==> config.mk <==
export PLATFORM = sky130hd
export DESIGN_NAME = fc_layer_sequencer
export DESIGN_NICKNAME = d
export VERILOG_FILES = /design/src/rtl/fc_layer_sequencer.sv
export SDC_FILE = /design/constraint.sdc
export NUM_CORES = 1
export LEC_CHECK = 0
export BUFFER_PORTS_ARGS = -buffer_cell sky130_fd_sc_hd__buf_4
export CAP_MARGIN = 20
export CELL_PAD_IN_SITES_DETAIL_PLACEMENT = 1
export CELL_PAD_IN_SITES_GLOBAL_PLACEMENT = 1
export CORE_MARGIN = 5
export CORE_UTILIZATION = 40
export DETAILED_ROUTE_END_ITERATION = 16
export GPL_TIMING_DRIVEN = 0
export PLACE_DENSITY = 0.79
export SYNTH_ARGS = -nofsm -noshare
export SYNTH_HDL_FRONTEND = slang
export SYNTH_SLANG_ARGS = --single-unit
==> constraint.sdc <==
create_clock -name clk -period 3.1 [get_ports clk]
set_input_delay 0.62 -clock clk [delete_from_list [all_inputs] [get_ports clk]]
set_output_delay 0.62 -clock clk [all_outputs]
set_load 0.01 [all_outputs]
==> src/rtl/fc_layer_sequencer.sv <==
`default_nettype none
// ============================================================================
// fc_layer_sequencer: address sweep and MAC strobe generator for the FC layer
// Revision: 1.0
// ============================================================================
module fc_layer_sequencer #(
  parameter int WIDTH   = 784,
  parameter int ADDR_W  = 10,
  parameter int MEM_LAT = 1
) (
  input  logic              clk,
  input  logic              reset,
  input  logic              start,
  input  logic              hold,
  output logic [ADDR_W-1:0] address,
  output logic              mac_clear,
  output logic              mac_valid,
  output logic              mac_last,
  output logic              busy,
  output logic              done
);

  if ((WIDTH > (2 ** ADDR_W)) || (WIDTH < 2)) begin : g_bad_width
    $error("fc_layer_sequencer: WIDTH must satisfy 2 <= WIDTH <= 2**ADDR_W");
  end
  if ((MEM_LAT < 1) || (MEM_LAT > 4)) begin : g_bad_lat
    $error("fc_layer_sequencer: MEM_LAT must be in 1..4");
  end

  typedef enum logic [1:0] {
    S_IDLE  = 2'd0,
    S_RUN   = 2'd1,
    S_DRAIN = 2'd2,
    S_DONE  = 2'd3
  } state_t;

  localparam logic [ADDR_W-1:0]  C_LAST_ADDR = ADDR_W'(WIDTH - 1);
  // Output stage of the delay line; only the stages behind it count as pending.
  localparam logic [MEM_LAT-1:0] C_OUT_STAGE = MEM_LAT'(1) << (MEM_LAT - 1);

  state_t              state_q, state_d;
  logic [ADDR_W-1:0]   addr_q, addr_d;
  logic [MEM_LAT-1:0]  vpipe_q, vpipe_d;
  logic [MEM_LAT-1:0]  lpipe_q, lpipe_d;
  logic                clear_q, busy_q, done_q;
  logic                issue, issue_last, pending;

  assign issue      = (state_q == S_RUN) && !hold;
  assign issue_last = issue && (addr_q == C_LAST_ADDR);
  assign pending    = |(vpipe_q & ~C_OUT_STAGE);
  assign vpipe_d    = (vpipe_q << 1) | MEM_LAT'(issue);
  assign lpipe_d    = (lpipe_q << 1) | MEM_LAT'(issue_last);

  always_comb begin
    state_d = state_q;
    addr_d  = addr_q;
    case (state_q)
      S_IDLE:  if (start) state_d = S_RUN;
      S_RUN: begin
        if (issue) begin
          addr_d = issue_last ? '0 : addr_q + ADDR_W'(1);
          if (issue_last) state_d = S_DRAIN;
        end
      end
      S_DRAIN: if (!pending) state_d = S_DONE;
      S_DONE:  state_d = S_IDLE;
      default: state_d = S_IDLE;
    endcase
  end

  always_ff @(posedge clk) begin
    if (reset) begin
      state_q <= S_IDLE;
      addr_q  <= '0;
      vpipe_q <= '0;
      lpipe_q <= '0;
      clear_q <= 1'b0;
      busy_q  <= 1'b0;
      done_q  <= 1'b0;
    end else begin
      state_q <= state_d;
      addr_q  <= addr_d;
      vpipe_q <= vpipe_d;
      lpipe_q <= lpipe_d;
      clear_q <= (state_q == S_IDLE) && start;
      busy_q  <= (state_d != S_IDLE);
      done_q  <= (state_d == S_DONE);
    end
  end

  assign address   = addr_q;
  assign mac_clear = clear_q;
  assign mac_valid = vpipe_q[MEM_LAT-1];
  assign mac_last  = lpipe_q[MEM_LAT-1];
  assign busy      = busy_q;
  assign done      = done_q;

endmodule
`default_nettype wire
==> results of run 1 <==
[per-stage QoR]
stage	worst slack [ns]	utilization [%]	total power, mW	instances	hold WS, ns
finish	1.248	53.05	0.3753	123	0.5162
global route	1.174	53.05	0.3964	123	0.5460
CTS	1.251	53.05	0.3795	123	0.5177
detailed placement	1.122	51.47	0.2621	119	0.5031
global placement	1.163	51.47	0.2606	119	0.4862
floorplan	1.319	-	0.2491	77	0.5080
[report_power, final]
part / switching, mW / internal [mW] / leakage, nW
logic: 0.0136 / 0.0137 / 0.186
registers: 0.00552 / 0.224 / 0.138
clock network: 0.0707 / 0.0479 / 0.0177
total: 0.0899 / 0.285 / 0.342
[placed cells by master, fill, tap and decap left out, drive strengths merged, types with 2 or more instances in the layout]
cell    synthesis  final
nor4b           2      2
a21oi           8      8
nand2b          2      2
or4             4      4
nand3           2      2
or3             5      5
nor2            3      3
dfxtp          17     17
nand4           3      3
a32o            2      2
inv             2      2
o31ai           3      3
nand2           3      3
o21ai           7      7
clkbuf          4      7
buf             0     17
[state kept, by name, summed over array words and instances, names as in the netlist]
register and count:
busy 1, mac_last 1, state_q 2, address 10, mac_clear 1, done 1
mac_valid 1
[synthesized netlist by cell type]
master      n  area share [%]
or4_4       1             1.5
or3_1       4             3.4
o21bai_1    1             1.0
o41ai_4     1             3.7
or3_2       1             1.0
or3b_2      1             1.2
a32o_1      2             2.7
nor4b_1     2             2.4
nor3_1      1            0.68
nand4_1     3             2.5
nand2_1     3             1.5
nand3_1     2             1.4
nor4_1      1            0.85
nor2_1      3             1.5
nand4bb_2   1             2.2
a21oi_1     8             5.4
o31ai_1     3             3.0
ha_1        1             1.7
inv_1       2             1.0
or4b_4      1             1.9
dfxtp_1    17              46
a211oi_1    1             1.0
nand2b_1    2             1.7
and2_1      1            0.85
clkbuf_1    4             2.0
o21ai_0     7             4.7
or4_1       3             3.0
[worst max-delay path: cells and delay by family (launching register included)]
kind             cells  cell delay [ns]
AND/OR/NAND/NOR      2             1.15
flip-flops           1             0.38
AO/OA/AOI/OAI        1             0.22
[kinds of logic after synthesis]
group | synth area share, %
compound gates | 21.66
buf+inv | 3.045
fa+ha+maj | 1.692
flops | 46.02
simple gates | 27.58
[worst max-delay path by stage]
stage / startpoint / endpoint / depth (start not counted)
2_1_floorplan: address[6] / address[1] / 3
3_3_place_gp: hold / address[5] / 5
3_5_place_dp: hold / address[3] / 5
4_1_cts: address[6] / state_q[0] / 3
5_1_grt: address[6] / state_q[0] / 3
6_report: address[6] / address[0] / 3
[per-layer routing]
layer | up-vias | part of all wire [%] | GRT usage [%]
met5 | - | 0 | 0
met4 | 0 | 0.77 | 6.383
met3 | 2 | 2.8 | 2.535
met2 | 8 | 49 | 25.21
met1 | 329 | 48 | 17.89
li1 | 336 | - | -
[area by class of cell]
cell class	count	area, sq um
Inverter	2	7.507
Buffer	4	15.01
Timing Repair Buffer	17	127.6
Fill cell	202	819.5
Clock buffer	3	22.52
Sequential cell	17	340.3
Tap cell	25	31.28
Clock inverter	1	5.005
Multi-Input combinational cell	54	376.6
==> impl_metrics.py, run 1 <==
metrics = {
    "outcome": {
        "status": "finished clean",
    },
    "setup_path": {
        "r2r_slack_ns": 1.25,
        "rr_worst_depth": 3,
        "max_stage_delay_ns": 0.58,
        "end_kind": "flop",
        "rr_startpoint": "address[6]",
        "critical_path_arrival_ns": 2.04,
        "crit_type": "reg -> reg",
        "worst_ep_required_time_ns": 3.29,
        "reg2reg_to": "address[0]",
        "slowest_stage": "or4b_4",
        "cp_max_fo": 7,
        "crit_chain": "or4b_4 > or4_4 > a32o_1",
        "critPathLaunchType": "flop",
    },
    "die": {
        "io_pins": 19,
        "die_area_sq_um": 2808,
        "die_x_um": 53.00,
        "num_rows": 15,
        "start_util_pct": 42.37,
        "die_y_um": 53.00,
        "core_sq_um": 1745,
    },
    "yosys": {
        "ys_warn_count": 0,
        "syn_area_sq_um": 739.5,
        "yosysUniqueCellTypes": 27,
        "ys_seq_area_share_pct": 46.02,
        "synth_area_per_cell_sq_um": 9.603,
        "synthesis.nets": 82,
        "synthCells": 77,
        "synth_seq_cells": 17,
    },
    "min_path": {
        "hp-start": "address[8]",
        "hold_path_end": "address[8]",
        "hold_class": "reg -> reg",
        "min_path_cells": 2,
    },
    "placement": {
        "gp_congestion": 0.7210,
        "dp_hpwl_um": 1363,
        "dpl_cell_area_sq_um": 898.4,
        "io_buffer_count": 17,
    },
    "finish": {
        "area_growth_pct": 25.21,
        "drive_gt1_share_pct": 27.55,
        "insertedDiodeCount": 0,
        "postLayoutCellArea_sq_um": 925.9,
        "final_nets": 104,
    },
    "timing": {
        "max_freq_mhz": 539.8,
        "rsz0062_at_grt": "false",
        "worstMarginPinSlew_ns": 0.5471,
        "final-setup-viol-count": 0,
        "fin_crit_ns": 1.853,
        "hold_viol_final": 0,
        "drv_slew": 0,
        "max_slew_margin_pct": 63.40,
        "tns_ns": 0,
        "fin_crit_sh_pct": 59.76,
        "fin_skew_ns": 0.001535,
    },
    "routing": {
        "route.detailed.drc": 0,
        "drtAntennaViolNets": 0,
        "dr.pass1.iters": 2,
        "first_iter_violations": 9,
        "drt_wl_total_um": 1825,
        "avgViaCountPerCell": 5.488,
        "num_vias": 675,
        "wl_per_cell_um": 14.84,
    },
    "grt": {
        "antenna_found_initial": 0,
        "grt_start_max_net_pins": 11,
        "overflow": 0,
        "grt_usage_pct": 14.74,
        "grt_pass1_wl_um": 3042,
        "grt_pass1_vias": 696,
    },
    "cts": {
        "cts_tree": "done",
        "cts_inserted_buffers": 3,
        "cts_buffer_depth": 2,
        "clk-insertion-delay-late_ns": 0.29,
        "cts_setup_buffers": 0,
        "post_cts_resized": 0,
        "clkTransAtPathRegs_ns": 0.10,
        "root_buffer": "clkbuf_4",
        "clock_sinks": 17,
        "hold_buffers": 0,
        "htree_levels": 1,
    },
    "flow_run": {
        "drv_cap": 0,
    },
    "power": {
        "p_leak_nw": 0.3422,
        "worst_ir_drop_vdd_v": 0.0002819,
        "p_per_area_nw_per_um2": 405.3,
    },
}
Power figures use the tool's default switching activity.
==> run 2: changes to the inputs <==
Settings changed: CORE_ASPECT_RATIO from default to 0.7, CORE_UTILIZATION 40 to 33, PLACE_DENSITY 0.79 to 0.7.
Clock period 3.1 ns to 1.6 ns, I/O delays scaled along.
==> run 2 against run 1 <==
Effect of this change: the run now ends with negative setup slack left; clock skew increased by 0.00089 ns; final area up 9.1%; power rose by 95%; utilization fell by 5.8 points; critical path depth unchanged; maximum frequency rose by 8.5%; count of clock-buffer cells in the layout up 1; worst setup slack worse by 1.4 ns; flip-flop and latch count is the same; largest cell class unchanged.
==> impl_metrics.py, run 2 (same netlist as run 1, synthesis figures left out) <==
metrics = {
    "cts": {
        "cts_inserted_buffers": 3,
        "clk-insertion-delay-late_ns": 0.29,
        "hold_buffers": 0,
        "clkTransAtPathRegs_ns": 0.09,
        "cts_tree": "done",
        "cts_buffer_depth": 2,
        "clock_sinks": 17,
        "root_buffer": "clkbuf_4",
        "htree_levels": 1,
    },
    "timing": {
        "max_slew_margin_pct": 71.27,
        "fin_crit_ns": 1.707,
        "drv_slew": 0,
        "setup_ws_ns": -0.1069,
        "final-setup-viol-count": 12,
        "hold_viol_final": 0,
        "worstMarginPinSlew_ns": 0.4309,
        "fin_skew_ns": 0.002430,
        "max_freq_mhz": 585.8,
        "fin_crit_sh_pct": 106.7,
        "rsz0062_at_grt": "true",
    },
    "finish": {
        "area_growth_pct": 36.55,
        "final_cells": 136,
        "final_nets": 110,
        "drive_gt1_share_pct": 39.42,
        "final_common_cell": "buf_4",
        "post-route-util_pct": 47.25,
        "seq_area_sq_um": 354.1,
        "multi_input_area_sq_um": 390.4,
        "final_cell_mix": "buf_4 (24), dfxtp_1 (10), a21oi_1 (8), o21ai_0 (7), dfxtp_2 (5)",
        "insertedDiodeCount": 0,
        "largest_reg_flops": 10,
        "postLayoutCellArea_sq_um": 1010,
        "fillers": 258,
    },
    "placement": {
        "pre_cts_ws_ns": -0.1921,
        "io_buffer_count": 17,
        "dpl_cell_area_sq_um": 910.9,
        "dp_cells": 126,
        "dp_hpwl_um": 1383,
        "gp_congestion": 0.6871,
    },
    "setup_path": {
        "critPathLaunchType": "flop",
        "critical_path_arrival_ns": 1.89,
        "r2r_slack_ns": -0.11,
        "crit_cells": 3,
        "worst_ep_required_time_ns": 1.78,
        "crit_path_end": "address[0]",
        "reg2reg_to": "address[0]",
        "crit_chain": "or4b_4 > or4_4 > a32o_1",
        "slowest_stage": "or4b_4",
        "rr_startpoint": "address[7]",
        "path_buf_inv": 0,
        "max_stage_delay_ns": 0.54,
        "crit_family": "simple AND/OR/NAND/NOR gates",
        "crit_type": "reg -> reg",
        "worstSetupStartpoint": "address[7]",
        "rr_worst_depth": 3,
        "end_kind": "flop",
        "cp_max_fo": 4,
    },
    "grt": {
        "grt_pass1_vias": 717,
        "grt_usage_pct": 14.69,
        "antenna_found_initial": 0,
        "grt_start_max_net_pins": 11,
        "overflow": 0,
        "grt_pass1_wl_um": 3636,
    },
    "routing": {
        "dr.pass1.iters": 4,
        "first_iter_violations": 12,
        "num_vias": 745,
        "wl_per_cell_um": 15.26,
        "drt_wl_total_um": 2076,
        "route.detailed.drc": 0,
        "drtAntennaViolNets": 0,
        "avgViaCountPerCell": 5.478,
    },
    "flow_run": {
        "drv_cap": 0,
    },
    "die": {
        "die_x_um": 66.58,
        "die_y_um": 49.61,
        "io_pins": 19,
        "die_area_sq_um": 3303,
        "start_util_pct": 34.60,
        "core_sq_um": 2137,
        "num_rows": 14,
    },
    "power": {
        "combPwrFrac_pct": 8.0,
        "internal_power_mw": 0.5587,
        "seq_power_share_pct": 60.7,
        "clkPwrFrac_pct": 31.2,
        "worst_ir_drop_vdd_v": 0.0002943,
        "power_switching_mw": 0.1731,
        "p_per_area_nw_per_um2": 724.8,
        "p_leak_nw": 0.3775,
        "swShare_pct": 23.66,
    },
    "outcome": {
        "status": "finished, violations left",
        "violations": "negative setup slack",
    },
    "min_path": {
        "hold_class": "in -> reg",
    },
}
## run 2: cell count changes in the layout (fill, tap and decap cells not counted)
| cell | previous run | this run |
|---|---|---|
| buf_4 | 17 | 24 |
| dfxtp_1 | 17 | 10 |
| dfxtp_2 | 0 | 5 |
| dfxtp_4 | 0 | 2 |
| clkinv_2 | 1 | 0 |
| nand2_1 | 3 | 2 |
| nand2_2 | 0 | 1 |
| nand4bb_2 | 1 | 0 |
| nand4bb_4 | 0 | 1 |
## run 2: area by class of cell
| class | count | area share (%) |
|---|---|---|
| Multi-Input combinational cell | 54 | 38.66 |
| Sequential cell | 17 | 35.07 |
| Timing Repair Buffer | 24 | 17.84 |
| Tap cell | 32 | 3.965 |
| Clock buffer | 4 | 2.602 |
| Buffer | 3 | 1.115 |
| Inverter | 2 | 0.7435 |
## run 2: how the worst min path moves through the flow
stage | slack (ns) | to | depth (start not counted) | start
2_1_floorplan | 0.45 | state_q[0] | 2 | start
3_3_place_gp | 0.48 | address[8] | 2 | address[8]
3_5_place_dp | 0.48 | address[8] | 2 | address[8]
4_1_cts | 0.28 | state_q[0] | 3 | start
5_1_grt | 0.29 | state_q[0] | 3 | start
6_report | 0.29 | state_q[0] | 3 | start
## run 2: repair_timing
item / CTS / global route
pin swaps: 2 / 1
setup endpoints to repair: 13 / 13
gates resized for setup: 7 / 1
setup buffers: 7 / 0
cloned: 0 / 0
## run 2: layer usage
layer / vias to the layer above / track usage (%) / share of wire [%]
li1: 350 / - / -
met1: 371 / 18.36 / 46
met2: 20 / 22.70 / 48
met3: 4 / 5.909 / 4.7
met4: 0 / 5.068 / 1.4
met5: - / 0 / 0
## run 2: power groups by stage
stage          Sequential (mW)  Combinational [mW]  Clock, mW
2_1_floorplan            0.456              0.0266          0
6_report                 0.444              0.0589      0.229
3_3_place_gp             0.454              0.0523          0
4_1_cts                  0.444              0.0587      0.237
5_1_grt                  0.446              0.0639      0.264
3_5_place_dp             0.455              0.0537          0
## run 2: through the flow
| stage | TNS (ns) | hold slack [ns] | total power [mW] |
|---|---|---|---|
| after floorplan | -0.09195 | 0.4506 | 0.4827 |
| after global placement | -1.593 | 0.4762 | 0.5066 |
| after detailed placement | -1.633 | 0.4832 | 0.5084 |
| after CTS | -0.1928 | 0.2846 | 0.7392 |
| after global routing | -1.029 | 0.2878 | 0.7740 |
| final | -0.5403 | 0.2895 | 0.7319 |
## run 2: worst reg2reg max path, delay by kind of cell (launching register included)
kind | cells | cell delay (ns)
AOI/OAI and AO/OA | 1 | 0.24
DFF | 1 | 0.36
and+or+nand+nor | 2 | 1.00
